### src/rtl/data_mem_pkg.sv
// Shared types and helpers for the two-requester byte-wide data memory controller.
package data_mem_pkg;

    typedef enum logic [1:0] {
        IDLE  = 2'd0,
        XFER  = 2'd1,
        DRAIN = 2'd2,
        RESP  = 2'd3
    } state_e;

    localparam int NUM_REQ        = 2;
    localparam int BYTES_PER_WORD = 4;

    // A word access is legal only if aligned and wholly inside the memory.
    function automatic logic addr_bad(input logic [31:0] addr, input logic [31:0] mem_bytes);
        return (addr[1:0] != 2'b00) || (addr > (mem_bytes - 32'(BYTES_PER_WORD)));
    endfunction

endpackage

### src/rtl/data_mem_ctrl_rr_arb2.sv
// Two-way round-robin arbiter; ptr names the requester that wins a tie.
module rr_arb2 (
    input  logic [1:0] req,
    input  logic       ptr,
    input  logic       en,
    output logic [1:0] gnt
);

    always_comb begin
        gnt = 2'b00;
        if (en) begin
            if (req == 2'b11) begin
                gnt = ptr ? 2'b10 : 2'b01;
            end else begin
                gnt = req;
            end
        end
    end

endmodule

### src/rtl/data_mem_ctrl.sv
// Arbitrates word load/store requests from two requesters and sequences each
// word as four little-endian byte cycles on a synchronous byte-wide memory.
module data_mem_ctrl
    import data_mem_pkg::*;
#(
    parameter int MEM_BYTES = 32,
    parameter int MEM_AW    = 5
) (
    input  logic              clk_i,
    input  logic              rst_i,
    input  logic [1:0]        req_valid_i,
    output logic [1:0]        req_ready_o,
    input  logic [1:0]        req_we_i,
    input  logic [63:0]       req_addr_i,
    input  logic [63:0]       req_wdata_i,
    output logic [1:0]        rsp_valid_o,
    output logic              rsp_err_o,
    output logic [31:0]       rsp_rdata_o,
    output logic [MEM_AW-1:0] mem_addr_o,
    output logic              mem_we_o,
    output logic              mem_re_o,
    output logic [7:0]        mem_wdata_o,
    input  logic [7:0]        mem_rdata_i
);

    // Handshake: a request is accepted in the cycle where req_valid_i[n] and
    // req_ready_o[n] are both high; ready is only ever raised in IDLE.
    state_e             state_q, state_d;
    logic [1:0]         beat_q, beat_d;
    logic               rr_ptr_q, rr_ptr_d;
    logic               owner_q, owner_d;
    logic               we_q, we_d;
    logic               err_q, err_d;
    logic [MEM_AW-1:0]  addr_q, addr_d;
    logic [31:0]        wdata_q, wdata_d;
    logic [31:0]        rdata_q, rdata_d;
    logic [MEM_AW-1:0]  mem_addr_q, mem_addr_d;
    logic               mem_we_q, mem_we_d;
    logic               mem_re_q, mem_re_d;
    logic [7:0]         mem_wdata_q, mem_wdata_d;
    logic [1:0]         rsp_valid_q, rsp_valid_d;
    logic               rsp_err_q, rsp_err_d;
    logic [31:0]        rsp_rdata_q, rsp_rdata_d;

    logic [1:0]  gnt;
    logic        arb_en;
    logic [31:0] sel_addr;

    // Gating with rst_i keeps ready low while reset is held.
    assign arb_en = (state_q == IDLE) && rst_i;

    rr_arb2 u_arb (
        .req (req_valid_i),
        .ptr (rr_ptr_q),
        .en  (arb_en),
        .gnt (gnt)
    );

    assign req_ready_o = gnt;
    assign sel_addr    = gnt[1] ? req_addr_i[63:32] : req_addr_i[31:0];

    always_comb begin
        state_d  = state_q;
        beat_d   = beat_q;
        rr_ptr_d = rr_ptr_q;
        owner_d  = owner_q;
        we_d     = we_q;
        err_d    = err_q;
        addr_d   = addr_q;
        wdata_d  = wdata_q;
        rdata_d  = rdata_q;

        case (state_q)
            IDLE: begin
                if (|gnt) begin
                    owner_d  = gnt[1];
                    we_d     = gnt[1] ? req_we_i[1] : req_we_i[0];
                    addr_d   = sel_addr[MEM_AW-1:0];
                    wdata_d  = gnt[1] ? req_wdata_i[63:32] : req_wdata_i[31:0];
                    rr_ptr_d = ~gnt[1];
                    err_d    = addr_bad(sel_addr, 32'(MEM_BYTES));
                    rdata_d  = 32'h0;
                    beat_d   = 2'd0;
                    state_d  = addr_bad(sel_addr, 32'(MEM_BYTES)) ? RESP : XFER;
                end
            end
            XFER: begin
                // Read data lags the strobe by one cycle, so beat n lands byte n-1.
                if (!we_q && (beat_q != 2'd0)) begin
                    rdata_d[{beat_q - 2'd1, 3'b000} +: 8] = mem_rdata_i;
                end
                if (beat_q == 2'd3) begin
                    state_d = we_q ? RESP : DRAIN;
                end else begin
                    beat_d = beat_q + 2'd1;
                end
            end
            DRAIN: begin
                rdata_d[31:24] = mem_rdata_i;
                state_d        = RESP;
            end
            RESP: begin
                state_d = IDLE;
            end
            default: begin
                state_d = IDLE;
            end
        endcase

        // Outputs are registered, so they are decoded from the next state.
        mem_addr_d  = '0;
        mem_we_d    = 1'b0;
        mem_re_d    = 1'b0;
        mem_wdata_d = 8'h00;
        if (state_d == XFER) begin
            mem_addr_d  = addr_d + {{(MEM_AW-2){1'b0}}, beat_d};
            mem_we_d    = we_d;
            mem_re_d    = !we_d;
            mem_wdata_d = we_d ? wdata_d[{beat_d, 3'b000} +: 8] : 8'h00;
        end

        rsp_valid_d = 2'b00;
        rsp_err_d   = 1'b0;
        rsp_rdata_d = 32'h0;
        if (state_d == RESP) begin
            rsp_valid_d = owner_d ? 2'b10 : 2'b01;
            rsp_err_d   = err_d;
            rsp_rdata_d = (err_d || we_d) ? 32'h0 : rdata_d;
        end
    end

    always_ff @(posedge clk_i or negedge rst_i) begin
        if (!rst_i) begin
            state_q     <= IDLE;
            beat_q      <= 2'd0;
            rr_ptr_q    <= 1'b0;
            owner_q     <= 1'b0;
            we_q        <= 1'b0;
            err_q       <= 1'b0;
            addr_q      <= '0;
            wdata_q     <= 32'h0;
            rdata_q     <= 32'h0;
            mem_addr_q  <= '0;
            mem_we_q    <= 1'b0;
            mem_re_q    <= 1'b0;
            mem_wdata_q <= 8'h00;
            rsp_valid_q <= 2'b00;
            rsp_err_q   <= 1'b0;
            rsp_rdata_q <= 32'h0;
        end else begin
            state_q     <= state_d;
            beat_q      <= beat_d;
            rr_ptr_q    <= rr_ptr_d;
            owner_q     <= owner_d;
            we_q        <= we_d;
            err_q       <= err_d;
            addr_q      <= addr_d;
            wdata_q     <= wdata_d;
            rdata_q     <= rdata_d;
            mem_addr_q  <= mem_addr_d;
            mem_we_q    <= mem_we_d;
            mem_re_q    <= mem_re_d;
            mem_wdata_q <= mem_wdata_d;
            rsp_valid_q <= rsp_valid_d;
            rsp_err_q   <= rsp_err_d;
            rsp_rdata_q <= rsp_rdata_d;
        end
    end

    assign mem_addr_o  = mem_addr_q;
    assign mem_we_o    = mem_we_q;
    assign mem_re_o    = mem_re_q;
    assign mem_wdata_o = mem_wdata_q;
    assign rsp_valid_o = rsp_valid_q;
    assign rsp_err_o   = rsp_err_q;
    assign rsp_rdata_o = rsp_rdata_q;

endmodule

### config.mk
export PLATFORM = sky130hd
export DESIGN_NAME = data_mem_ctrl
export DESIGN_NICKNAME = d
export VERILOG_FILES = /design/src/rtl/data_mem_pkg.sv /design/src/rtl/data_mem_ctrl_rr_arb2.sv /design/src/rtl/data_mem_ctrl.sv
export SDC_FILE = /design/constraint.sdc
export NUM_CORES = 1
export LEC_CHECK = 0
export CAP_MARGIN = 20
export CELL_PAD_IN_SITES_DETAIL_PLACEMENT = 0
export CELL_PAD_IN_SITES_GLOBAL_PLACEMENT = 1
export CORE_UTILIZATION = 35
export DETAILED_ROUTE_END_ITERATION = 12
export PLACE_DENSITY_LB_ADDON = 0.1
export SYNTH_ARGS = -nofsm -noshare
export SYNTH_HDL_FRONTEND = slang
export SYNTH_SLANG_ARGS = --single-unit
### constraint.sdc
create_clock -name clk_i -period 3.6 [get_ports clk_i]
set_input_delay 0.9 -clock clk_i [delete_from_list [all_inputs] [get_ports clk_i]]
set_output_delay 0.9 -clock clk_i [all_outputs]
set_load 0.01 [all_outputs]
==> results.toml <==
[drt]
vias = 4854
drtPass1Iterations = 4
drtAntennaViolNets = 0
vias_per_cell = 5.00
drc = 0
wirelength_mm = 16.3
initialDrtViolationCount = 270
post_drt_wl_per_cell_um = 16.8

[placement]
gp_congestion = 0.830
dp_hpwl_mm = 12.2
dpl.cell_count = 938
io_buffers = 193
place_area_um2 = 8030
place_ws_ns = 0.0227

[setup_path]
crit_fanout = 5
reg2reg_depth = 12
end_kind = "output pin"
cp_data_required_time_ns = 2.70
reg2reg_to = "mem_addr_o[4]"
rrSetupSlack_ns = 0.68
r2r-start = "state_q[0]"
crit_type = "in2out"
arrival_ns = 2.45
cp-start-kind = "input pin"

[layout]
antenna_cells = 0
postLayoutCellArea_um2 = 8580
fin_nets = 893
areaGrowthSynthToFinish_pct = 48.5
post-route-util_pct = 53.6
instances_no_fill = 970
drive_above_1_share_pct = 12.3

[sta]
drv_slew = 0
fin_skew_ns = 0.0118
worst_pin_slew_ns = 1.02
whs_ns = 0.489
min_period_over_period_pct = 93.1
rsz0062_at_grt = "no"
timing.fmax_ghz = 0.298
finalHoldViolations = 0
setup_tns_ns = 0
relSlewSlack_pct = 32.0
worst_slack_ns = 0.248
finalCriticalPeriod_ns = 3.35
setup_viol = 0

[pwr]
power.total_mw = 5.98
pwr_density_cell_nw_per_um2 = 697
irDropWorstVdd_v = 0.000447
p_leak_nw = 3.76

[cts]
cts_setup_buffers = 0
cts_buffers = 17
hold_buffers = 0
cts_resized = 0
cts_tree = "built"
clkTransAtPathRegs_ns = 0.05
htree_levels = 4
cts-root-buf = "clkbuf_16"
clock_path_buffers = 2
clkLatencyLatePin_ns = 0.42
clock-sinks = 127

[logic_synthesis]
synth-seq-area-share_pct = 55.0
synth_area_leaders = "dfrtp_1 55%, nand2_1 4.2%, and2_1 3.9%"
synth_area_um2 = 5780
ys_warn_count = 0
synthFlopType = "dfrtp_1"
netlist_instances = 530
netlist.area_leader.share_pct = 55.0
ys_types = 59
synth_edf_count = 0
synth_seq_cells = 127
syn_nets = 682
async_reset_ff_share_pct = 100
synth_top_cells_by_count = "127 x dfrtp_1, 65 x nand2_1, 41 x a21oi_1, 36 x and2_1, 29 x nand3_1"
syn_avg_cell_area_um2 = 10.9
post-synth-top-area-cell = "dfrtp_1"
yosysMostFrequentCell = "dfrtp_1"

[global_route]
grt_max_degree = 76
grt_pass1_wl_mm = 25.6
grt.overflow.total = 0
antenna_found_initial = 0
grt_usage_pct = 20.2
grt_pass1_vias = 4839

[outcome]
outcome = "completed"

[flow_run]
cap_viol_max_count = 0

[hold_path]
holdPathStages = 1
min_from = "rdata_q[31]"
holdCritPathClass = "reg2reg"
whs_endpoint = "rdata_q[31]"

[die]
coreArea_um2 = 16000
die_y_um = 130
initial_core_util_pct = 36.1
die_width_um = 130
dieArea_um2 = 17000
ios = 194
fp-row-count = 46
[power by group]
part,total [mW],switching [mW],internal [mW]
sequential,2.05,0.204,1.85
clock,1.56,0.605,0.958
combinational,2.37,1.31,1.06
[placed cells by master, fill, tap and decap left out, types with 7 or more instances in the layout]
master / count
dfrtp_1: 127
o221ai_1: 7
nor4_1: 20
a21oi_1: 41
inv_1: 12
mux2i_1: 20
nand2_1: 65
mux2_2: 13
a31oi_1: 9
and2_1: 36
o21ai_0: 23
ha_1: 9
buf_4: 25
a221oi_2: 8
nor2_1: 15
nand3_1: 29
clkbuf_16: 17
a22o_1: 8
clkdlybuf4s50_1: 191
[state kept, by name, indices dropped and copies added (netlist names)]
register and count:
mem_wdata_o 8, mem_re_o 1, owner_q 1, beat_q 2
err_q 1, rdata_q 32, state_q 2, rsp_err_o 1
rr_ptr_q 1, rsp_valid_o 2, addr_q 5, we_q 1
mem_addr_o 5, mem_we_o 1, rsp_rdata_o 32, wdata_q 32
[routing by layer]
| metal | up-vias | routed length (µm) | global-route usage, % |
|---|---|---|---|
| met5 | - | 0 | 0 |
| met4 | 0 | 394 | 9.06 |
| met3 | 30 | 861 | 4.72 |
| met2 | 166 | 7860 | 32.8 |
| met1 | 2320 | 7190 | 25.8 |
| li1 | 2338 | - | - |
[worst max-delay path, stage by stage]
cell and delay, ns:
clkdlybuf4s50_1 0.49, a21boi_1 0.26, nand2_2 0.17, clkinv_1 0.09, clkdlybuf4s50_1 0.53
[area by class of cell]
| cell class | count | area [µm²] |
|---|---|---|
| Clock buffer | 21 | 450 |
| Clock inverter | 11 | 92.6 |
| Inverter | 15 | 61.3 |
| Sequential cell | 127 | 3180 |
| Fill cell | 1464 | 7420 |
| Multi-Input combinational cell | 363 | 2410 |
| Timing Repair Buffer | 217 | 2110 |
| Tap cell | 216 | 270 |
[worst max-delay path by stage]
stage / startpoint / endpoint / slack (ns) / depth (start not counted)
after floorplan: rst_i / mem_addr_o[4] / 0.13 / 13
after global placement: req_valid_i[1] / req_ready_o[1] / 0.07 / 5
after detailed placement: req_valid_i[1] / req_ready_o[1] / 0.02 / 5
after CTS: req_valid_i[1] / req_ready_o[1] / 0.02 / 5
after global routing: req_valid_i[0] / req_ready_o[0] / 0.15 / 5
final: req_valid_i[0] / req_ready_o[0] / 0.25 / 5
[cells by family (layout without fill, tap and decap cells)]
logic type | count (synthesis) | after routing | synth area share (%)
and+or+nand+nor | 198 | 198 | 18.1
DFF | 127 | 127 | 55.0
AOI/OAI and AO/OA | 121 | 121 | 15.2
buffers and inverters | 40 | 264 | 3.23
muxes | 33 | 33 | 6.00
adders and majority gates | 10 | 10 | 2.30
xor gates and xnor gates | 1 | 1 | 0.152
No activity file was read; power rests on OpenSTA's default activity.
